`config.mk`:
```
export PLATFORM = sky130hd
export DESIGN_NAME = fpu_mem_sequencer_flat
export DESIGN_NICKNAME = d
export VERILOG_FILES = /design/src/rtl/fpu_mem_sequencer_if.sv /design/src/rtl/fpu_mem_sequencer.sv /design/src/flat_wrapper.sv
export SDC_FILE = /design/constraint.sdc
export NUM_CORES = 1
export LEC_CHECK = 0
export ABC_AREA = 1
export BUFFER_PORTS_ARGS = -buffer_cell sky130_fd_sc_hd__buf_2
export CAP_MARGIN = 10
export CORE_MARGIN = 2
export CORE_UTILIZATION = 33
export DETAILED_ROUTE_END_ITERATION = 12
export GPL_TIMING_DRIVEN = 0
export PLACE_DENSITY = 0.54
export REMOVE_ABC_BUFFERS = 1
export SYNTH_ARGS = -nofsm -noshare
export SYNTH_HDL_FRONTEND = slang
export SYNTH_SLANG_ARGS = --single-unit
```
`constraint.sdc`:
```
create_clock -name clk -period 2.97 [get_ports clk]
set_input_delay 0.1485 -clock clk [delete_from_list [all_inputs] [get_ports clk]]
set_output_delay 0.1485 -clock clk [all_outputs]
set_load 0.005 [all_outputs]
```
`src/rtl/fpu_mem_sequencer_if.sv`:
```
// rtl/fpu_mem_sequencer_if.sv - row-oriented memory transaction port
// Ports (master = sequencer, slave = memory):
//   mem_req        master->slave  transaction valid, held until mem_ack
//   mem_wr         master->slave  1 = drain buffer to memory, 0 = fill buffer
//   mem_addr       master->slave  byte address of the current row
//   mem_len        master->slave  bytes in the current row
//   mem_row        master->slave  buffer row index
//   mem_buffer_sel master->slave  buffer targeted by the transfer
//   mem_ack        slave->master  current row transaction completed
interface fpu_mem_sequencer_if #(
    parameter int COL_WIDTH = 10
);
    localparam int ROW_W = $clog2(COL_WIDTH);

    logic             mem_req;
    logic             mem_wr;
    logic [31:0]      mem_addr;
    logic [16:0]      mem_len;
    logic [ROW_W-1:0] mem_row;
    logic             mem_buffer_sel;
    logic             mem_ack;

    modport master (
        output mem_req, mem_wr, mem_addr, mem_len, mem_row, mem_buffer_sel,
        input  mem_ack
    );

    modport slave (
        input  mem_req, mem_wr, mem_addr, mem_len, mem_row, mem_buffer_sel,
        output mem_ack
    );
endinterface

```
`src/rtl/fpu_mem_sequencer.sv`:
```
// rtl/fpu_mem_sequencer.sv - sequences FPU buffer drain/refill rows onto one memory port
// Ports:
//   clk, rst              clock, synchronous active-high reset
//   request_read/_write   level requests from the FPU controller
//   rd_buffer_sel         active read buffer; the idle one (inverse) is targeted
//   read_address          first input row byte address
//   write_address         first result row byte address
//   write_request_width   bytes per drained row
//   write_request_height  rows to drain (clamped to COL_WIDTH)
//   image_width           pixels per image row, source of both row strides
//   making_request        busy, stalls the controller
//   xfer_done             one-cycle pulse when the whole request is finished
//   mem                   row transaction port (master side)
module fpu_mem_sequencer #(
    parameter int COL_WIDTH        = 10,
    parameter int MEM_BUFFER_WIDTH = 512
) (
    input  logic                       clk,
    input  logic                       rst,
    input  logic                       request_read,
    input  logic                       request_write,
    input  logic                       rd_buffer_sel,
    input  logic [31:0]                read_address,
    input  logic [31:0]                write_address,
    input  logic [16:0]                write_request_width,
    input  logic [8:0]                 write_request_height,
    input  logic [15:0]                image_width,
    output logic                       making_request,
    output logic                       xfer_done,
    fpu_mem_sequencer_if.master        mem
);
    localparam int ROW_W = $clog2(COL_WIDTH);
    localparam int HGT_W = $clog2(COL_WIDTH + 1);

    typedef enum logic [1:0] {IDLE, WRITE, READ, DONE} state_t;

    state_t           state_q, state_d;
    logic [ROW_W-1:0] row_q, row_d;
    logic [HGT_W-1:0] height_q, height_d;
    logic [31:0]      addr_q, addr_d;
    logic [31:0]      rd_base_q, rd_base_d;
    logic [31:0]      rd_stride_q, rd_stride_d;
    logic [31:0]      wr_stride_q, wr_stride_d;
    logic [16:0]      wr_len_q, wr_len_d;
    logic [16:0]      len_q, len_d;
    logic             rd_flag_q, rd_flag_d;
    logic             sel_q, sel_d;
    logic             req_q, req_d;
    logic             wr_q, wr_d;
    logic             busy_q, busy_d;
    logic             done_q, done_d;

    logic             write_go;
    logic             last_wr_row;
    logic             last_rd_row;

    // A drain with zero width or zero height moves no data and is skipped.
    assign write_go    = request_write && (write_request_width != '0) && (write_request_height != '0);
    assign last_wr_row = (HGT_W'(row_q) + HGT_W'(1)) == height_q;
    assign last_rd_row = row_q == ROW_W'(COL_WIDTH - 1);

    always_comb begin
        state_d     = state_q;
        row_d       = row_q;
        height_d    = height_q;
        addr_d      = addr_q;
        rd_base_d   = rd_base_q;
        rd_stride_d = rd_stride_q;
        wr_stride_d = wr_stride_q;
        wr_len_d    = wr_len_q;
        rd_flag_d   = rd_flag_q;
        sel_d       = sel_q;

        case (state_q)
            IDLE: begin
                if (request_read || request_write) begin
                    rd_base_d   = read_address;
                    rd_flag_d   = request_read;
                    sel_d       = !rd_buffer_sel;
                    wr_len_d    = write_request_width;
                    height_d    = (write_request_height > 9'(COL_WIDTH)) ?
                                  HGT_W'(COL_WIDTH) : HGT_W'(write_request_height);
                    rd_stride_d = (32'(image_width) + 32'd2) * 32'd3;
                    wr_stride_d = 32'(image_width) * 32'd3 + 32'd4;
                    row_d       = '0;
                    if (write_go) begin
                        state_d = WRITE;
                        addr_d  = write_address;
                    end else if (request_read) begin
                        state_d = READ;
                        addr_d  = read_address;
                    end else begin
                        state_d = DONE;
                    end
                end
            end
            WRITE: begin
                if (mem.mem_ack) begin
                    if (last_wr_row) begin
                        row_d = '0;
                        if (rd_flag_q) begin
                            state_d = READ;
                            addr_d  = rd_base_q;
                        end else begin
                            state_d = DONE;
                        end
                    end else begin
                        row_d  = row_q + ROW_W'(1);
                        addr_d = addr_q + wr_stride_q;
                    end
                end
            end
            READ: begin
                if (mem.mem_ack) begin
                    if (last_rd_row) begin
                        row_d   = '0;
                        state_d = DONE;
                    end else begin
                        row_d  = row_q + ROW_W'(1);
                        addr_d = addr_q + rd_stride_q;
                    end
                end
            end
            default: state_d = IDLE;
        endcase
    end

    // Outputs are decoded from the next state so they leave a flop in step with it.
    always_comb begin
        req_d  = (state_d == WRITE) || (state_d == READ);
        wr_d   = state_d == WRITE;
        busy_d = state_d != IDLE;
        done_d = state_d == DONE;
        len_d  = '0;
        if (state_d == WRITE) begin
            len_d = wr_len_d;
        end else if (state_d == READ) begin
            len_d = 17'(MEM_BUFFER_WIDTH);
        end
    end

    always_ff @(posedge clk) begin
        if (rst) begin
            state_q     <= IDLE;
            row_q       <= '0;
            height_q    <= '0;
            addr_q      <= '0;
            rd_base_q   <= '0;
            rd_stride_q <= '0;
            wr_stride_q <= '0;
            wr_len_q    <= '0;
            len_q       <= '0;
            rd_flag_q   <= 1'b0;
            sel_q       <= 1'b0;
            req_q       <= 1'b0;
            wr_q        <= 1'b0;
            busy_q      <= 1'b0;
            done_q      <= 1'b0;
        end else begin
            state_q     <= state_d;
            row_q       <= row_d;
            height_q    <= height_d;
            addr_q      <= addr_d;
            rd_base_q   <= rd_base_d;
            rd_stride_q <= rd_stride_d;
            wr_stride_q <= wr_stride_d;
            wr_len_q    <= wr_len_d;
            len_q       <= len_d;
            rd_flag_q   <= rd_flag_d;
            sel_q       <= sel_d;
            req_q       <= req_d;
            wr_q        <= wr_d;
            busy_q      <= busy_d;
            done_q      <= done_d;
        end
    end

    assign mem.mem_req        = req_q;
    assign mem.mem_wr         = wr_q;
    assign mem.mem_addr       = addr_q;
    assign mem.mem_len        = len_q;
    assign mem.mem_row        = row_q;
    assign mem.mem_buffer_sel = sel_q;
    assign making_request     = busy_q;
    assign xfer_done          = done_q;
endmodule

```
`src/flat_wrapper.sv`:
```
// flat-port wrapper written by rule: the top's interface ports become plain ports
module fpu_mem_sequencer_flat 
#(
    parameter int COL_WIDTH        = 10,
    parameter int MEM_BUFFER_WIDTH = 512
)
  (clk, rst, request_read, request_write, rd_buffer_sel, read_address, write_address, write_request_width, write_request_height, image_width, making_request, xfer_done, mem_mem_req, mem_mem_wr, mem_mem_addr, mem_mem_len, mem_mem_row, mem_mem_buffer_sel, mem_mem_ack);
  fpu_mem_sequencer_if #(.COL_WIDTH(COL_WIDTH)) mem_i ();
  input  logic clk;
  input  logic rst;
  input  logic request_read;
  input  logic request_write;
  input  logic rd_buffer_sel;
  input  logic [31:0] read_address;
  input  logic [31:0] write_address;
  input  logic [16:0] write_request_width;
  input  logic [8:0] write_request_height;
  input  logic [15:0] image_width;
  output logic making_request;
  output logic xfer_done;
  output wire logic [$bits(mem_i.mem_req)-1:0] mem_mem_req;
  output wire logic [$bits(mem_i.mem_wr)-1:0] mem_mem_wr;
  output wire logic [$bits(mem_i.mem_addr)-1:0] mem_mem_addr;
  output wire logic [$bits(mem_i.mem_len)-1:0] mem_mem_len;
  output wire logic [$bits(mem_i.mem_row)-1:0] mem_mem_row;
  output wire logic [$bits(mem_i.mem_buffer_sel)-1:0] mem_mem_buffer_sel;
  input wire logic [$bits(mem_i.mem_ack)-1:0] mem_mem_ack;
  assign mem_mem_req = mem_i.mem_req;
  assign mem_mem_wr = mem_i.mem_wr;
  assign mem_mem_addr = mem_i.mem_addr;
  assign mem_mem_len = mem_i.mem_len;
  assign mem_mem_row = mem_i.mem_row;
  assign mem_mem_buffer_sel = mem_i.mem_buffer_sel;
  assign mem_i.mem_ack = mem_mem_ack;
  fpu_mem_sequencer #(.COL_WIDTH(COL_WIDTH), .MEM_BUFFER_WIDTH(MEM_BUFFER_WIDTH)) u_core (.clk(clk), .rst(rst), .request_read(request_read), .request_write(request_write), .rd_buffer_sel(rd_buffer_sel), .read_address(read_address), .write_address(write_address), .write_request_width(write_request_width), .write_request_height(write_request_height), .image_width(image_width), .making_request(making_request), .xfer_done(xfer_done), .mem(mem_i));
endmodule
```
==> key figures <==
Outcome
  – Status: finished, final reports clean

Setup path
  – R2R setup slack: 0.14 ns
  – Crit path max fanout: 41
  – Worst EP required: 3.34 ns
  – FF-to-FF path depth: 10
  – Crit path kind: reg2reg
  – Worst Setup End Kind: flop
  – Crit path max-delay family: buffers and inverters
  – Worst Path Arrival: 3.21 ns
  – Crit path launch: u_core.state_q[0]
  – Buf+Inv Stages, Crit Path: 6
  – Critical-path cell list: inv_1, ha_1, inv_1, nor2_4, buf_12, clkinv_4, buf_12, nor2_1, inv_1, a21oi_1
  – Reg2reg end: u_core.wr_stride_q[1]
  – CP most frequent cell: inv_1
  – CP peak stage delay: 0.47 ns
  – Critical path's slowest cell: nor2_4
  – Critical R2R Launch: u_core.state_q[0]
  – Critical path launch point type: flop

Power and ir drop
  – Peak supply drop: 434 µV
  – P per Cell Area: 673 nW/µm²
  – Leak: 7.76 nW

Finish
  – Final #Nets: 2425
  – Layout cells sized above 1: 11.9%
  – Layout overhead on the synthesized area: 21.6%
  – Core Util, Final: 40.6%
  – Diodes inserted: 0
  – Fillcell total: 3968

Route
  – Post-DRT Antenna Nets: 0
  – Via density: 4.90
  – DR DRC count: 0
  – Met2 wire len: 20000 µm
  – Met3 WL: 1770 µm
  – Via count: 13200
  – Max Used Layer: met5
  – Total Routed Length: 44300 µm
  – Avg WL per Cell: 16.4 µm
  – Met1 wire length: 21300 µm
  – Iter 0 DRT Violations: 852
  – 1st-pass router iterations: 4

Timing
  – Fin. Hold Viols: 0
  – Period utilisation layout: 95.4%
  – Slew @ Worst Pin: 1.05 ns
  – Relative slew slack: 29.9%
  – Final worst setup slack: 0.136 ns
  – Fmax: 353 MHz
  – Final Max Slew Viols: 0
  – Worst clock skew: 0.0200 ns
  – Clock period minus worst slack: 2.83 ns
  – Final setup viols: 0

Die
  – Core ar.: 36500 µm²
  – Starting Density: 33.4%
  – Die Ht: 196 µm
  – Ports: 170
  – Die X: 196 µm
  – Row count: 70
  – Die area: 38500 µm²

Clock network
  – Clk sinks: 150
  – TritonCTS clock tree: done
  – Clock-pin slew on the worst setup and hold paths: 0.07 ns
  – CTS Buf Count: 17
  – Skew-Pair Late Insertion Delay: 0.45 ns
  – Root buf cell: clkbuf_16
  – Clock Path Buffers: 2
  – H-tree depth: 4

Synth
  – Seq/Total Area, Yosys: 24.6%
  – EDFF count, synth: 0
  – Dominant synthesized flop cell: dfxtp_1
  – Most common cell in the netlist: nand2_1
  – Synth area leaders: dfxtp_1 25%, nand2_1 15%, ha_1 9.9%
  – Ys Warns: 0
  – Synth unique cells: 47
  – Synthesized area: 12200 µm²
  – Syn Inst Count: 2020
  – Top cells by count, synth: 502 x nand2_1, 304 x nor2_1, 265 x inv_1
  – Mean Syn Cell Area: 6.04 µm²
  – Post-synth ARST share: 0%
  – Synth Register Bits: 150
  – Area share of the largest cell type after synthesis: 24.6%
  – Largest area contributor in the netlist: dfxtp_1

Place
  – IO Port Bufs: 169
  – GP Congestion: 0.925
  – Hpwl dp: 32200 µm
  – Worst slack, placed: -2.11 ns

Global route
  – Total congestion overflow: 0
  – Initial antenna violation count: 1
  – Total GRT Usage: 22.7%
  – Largest net degree at the start of global routing: 66
  – First-pass GRT wire length: 67800 µm
  – Vias in the first global route: 12600

Worst hold path
  – WHS Endpoint: u_core.wr_len_q[0]
  – Hold Crit Start: write_request_width[0]
  – Hold path depth: 3
  – Worst Hold Class: in2reg

Job
  – Max-cap violations: 0
-- worst max path at each step --
| stage | endpoint | slack (ns) | depth (start not counted) |
|---|---|---|---|
| 2_1_floorplan | u_core.rd_stride_q[13] | -3.76 | 9 |
| 3_3_place_gp | u_core.wr_stride_q[1] | -8.98 | 8 |
| 3_5_place_dp | u_core.mem.mem_addr[9] | -2.11 | 9 |
| 4_1_cts | u_core.mem.mem_len[12] | 0.02 | 16 |
| 5_1_grt | u_core.mem.mem_len[11] | -0.004 | 11 |
| 6_report | u_core.wr_stride_q[1] | 0.14 | 10 |
-- area by class of cell --
class                      instances  area (µm²)  area share [%]
multi-input combinational       1542        8040            54.2
sequential                       150        3010            20.3
timing repair buffer             233        1560            10.5
inverter                         268        1030            6.92
tap                              468         586            3.95
clock buffer                      20         467            3.15
clock inverter                    12         144           0.970
timing repair inverter             1        7.51          0.0506
-- state kept, by name (all words and copies together), names as in the netlist --
name and cells:
u_core.mem.mem_buffer_sel 1, u_core.rd_base_q 32, u_core.wr_stride_q 17, u_core.making_request 1, u_core.height_q 4, u_core.mem.mem_wr 1
u_core.state_q 2, u_core.mem.mem_addr 32, u_core.xfer_done 1, u_core.mem.mem_row 4, u_core.rd_stride_q 19, u_core.mem.mem_len 17
u_core.mem.mem_req 1, u_core.wr_len_q 17, u_core.rd_flag_q 1
-- metrics by stage --
stage	setup TNS [ns]	std cells	hold slack, ns	area (µm²)	power, mW
after global routing	-0.00402	2694	0.0417	14800	10.8
after detailed placement	-85.83	2598	0.334	13500	7.42
after floorplan	-350.22	1954	0.215	11900	5.81
after global placement	-914.45	2591	0.328	13300	7.37
after CTS	0	2685	0.00190	14700	9.93
final	0	2694	0.0217	14800	9.99
-- report_power, final --
part | switching, mW | internal, mW | total [mW]
Sequential | 0.487 | 2.48 | 2.97
Clock | 0.976 | 1.32 | 2.29
Combinational | 3.05 | 1.68 | 4.73
-- cell usage in the layout (no fill, tap or decap), drive strengths merged --
| cell type | synthesis | final |
|---|---|---|
| a22oi | 1 | 1 |
| or2 | 11 | 11 |
| nor3 | 30 | 30 |
| nor4 | 17 | 17 |
| a21boi | 4 | 4 |
| nand4 | 18 | 18 |
| nor2 | 307 | 309 |
| o21ai | 120 | 120 |
| clkinvlp | 0 | 6 |
| nand3b | 3 | 3 |
| a211oi | 3 | 3 |
| clkinv | 2 | 7 |
| nand3 | 186 | 189 |
| a31oi | 3 | 3 |
| and2 | 1 | 1 |
| ha | 97 | 97 |
| o31ai | 1 | 1 |
| a21oi | 144 | 144 |
| buf | 30 | 186 |
| a21o | 5 | 5 |
| a221oi | 2 | 2 |
| o21bai | 6 | 6 |
| inv | 266 | 266 |
| bufinv | 0 | 2 |
| mux2i | 2 | 2 |
| o21a | 3 | 3 |
| xnor2 | 19 | 19 |
| dfxtp | 150 | 150 |
| dlygate4sd3 | 0 | 47 |
| o22ai | 3 | 3 |
| xor2 | 34 | 34 |
| nand2 | 504 | 505 |
| and3 | 2 | 2 |
| clkbuf | 36 | 20 |
| o211ai | 7 | 7 |
| fa | 3 | 3 |
-- logic make-up after synthesis --
family | Yosys count | share of synthesized area [%]
xor+xnor | 53 | 3.81
fa+ha+maj | 100 | 10.4
mux | 2 | 0.164
compound gates | 302 | 13.3
simple gates | 1079 | 36.8
flops | 150 | 24.6
buf+inv | 334 | 10.8
-- repair_timing --
item | in CTS | in global routing
gates cloned | 5 | 2
pin swaps | 3 | 4
endpoints found under the setup margin | 80 | 49
hold buffers | 47 | 0
endpoints found under the hold margin | 47 | 0
gates resized for setup | 15 | 9
buffers inserted | 3 | 7
-- per-layer routing --
layer	global-route usage, %	up-vias
met5	0	-
li1	-	6889
met2	37.5	263
met4	7.80	2
met3	3.20	51
met1	30.3	6008
-- tightest hold or removal path, delay by kind of cell --
kind	cells	cell delay, ns
simple gates	2	0.17
buf+inv	1	0.10
(Power assumes the default switching activity.)
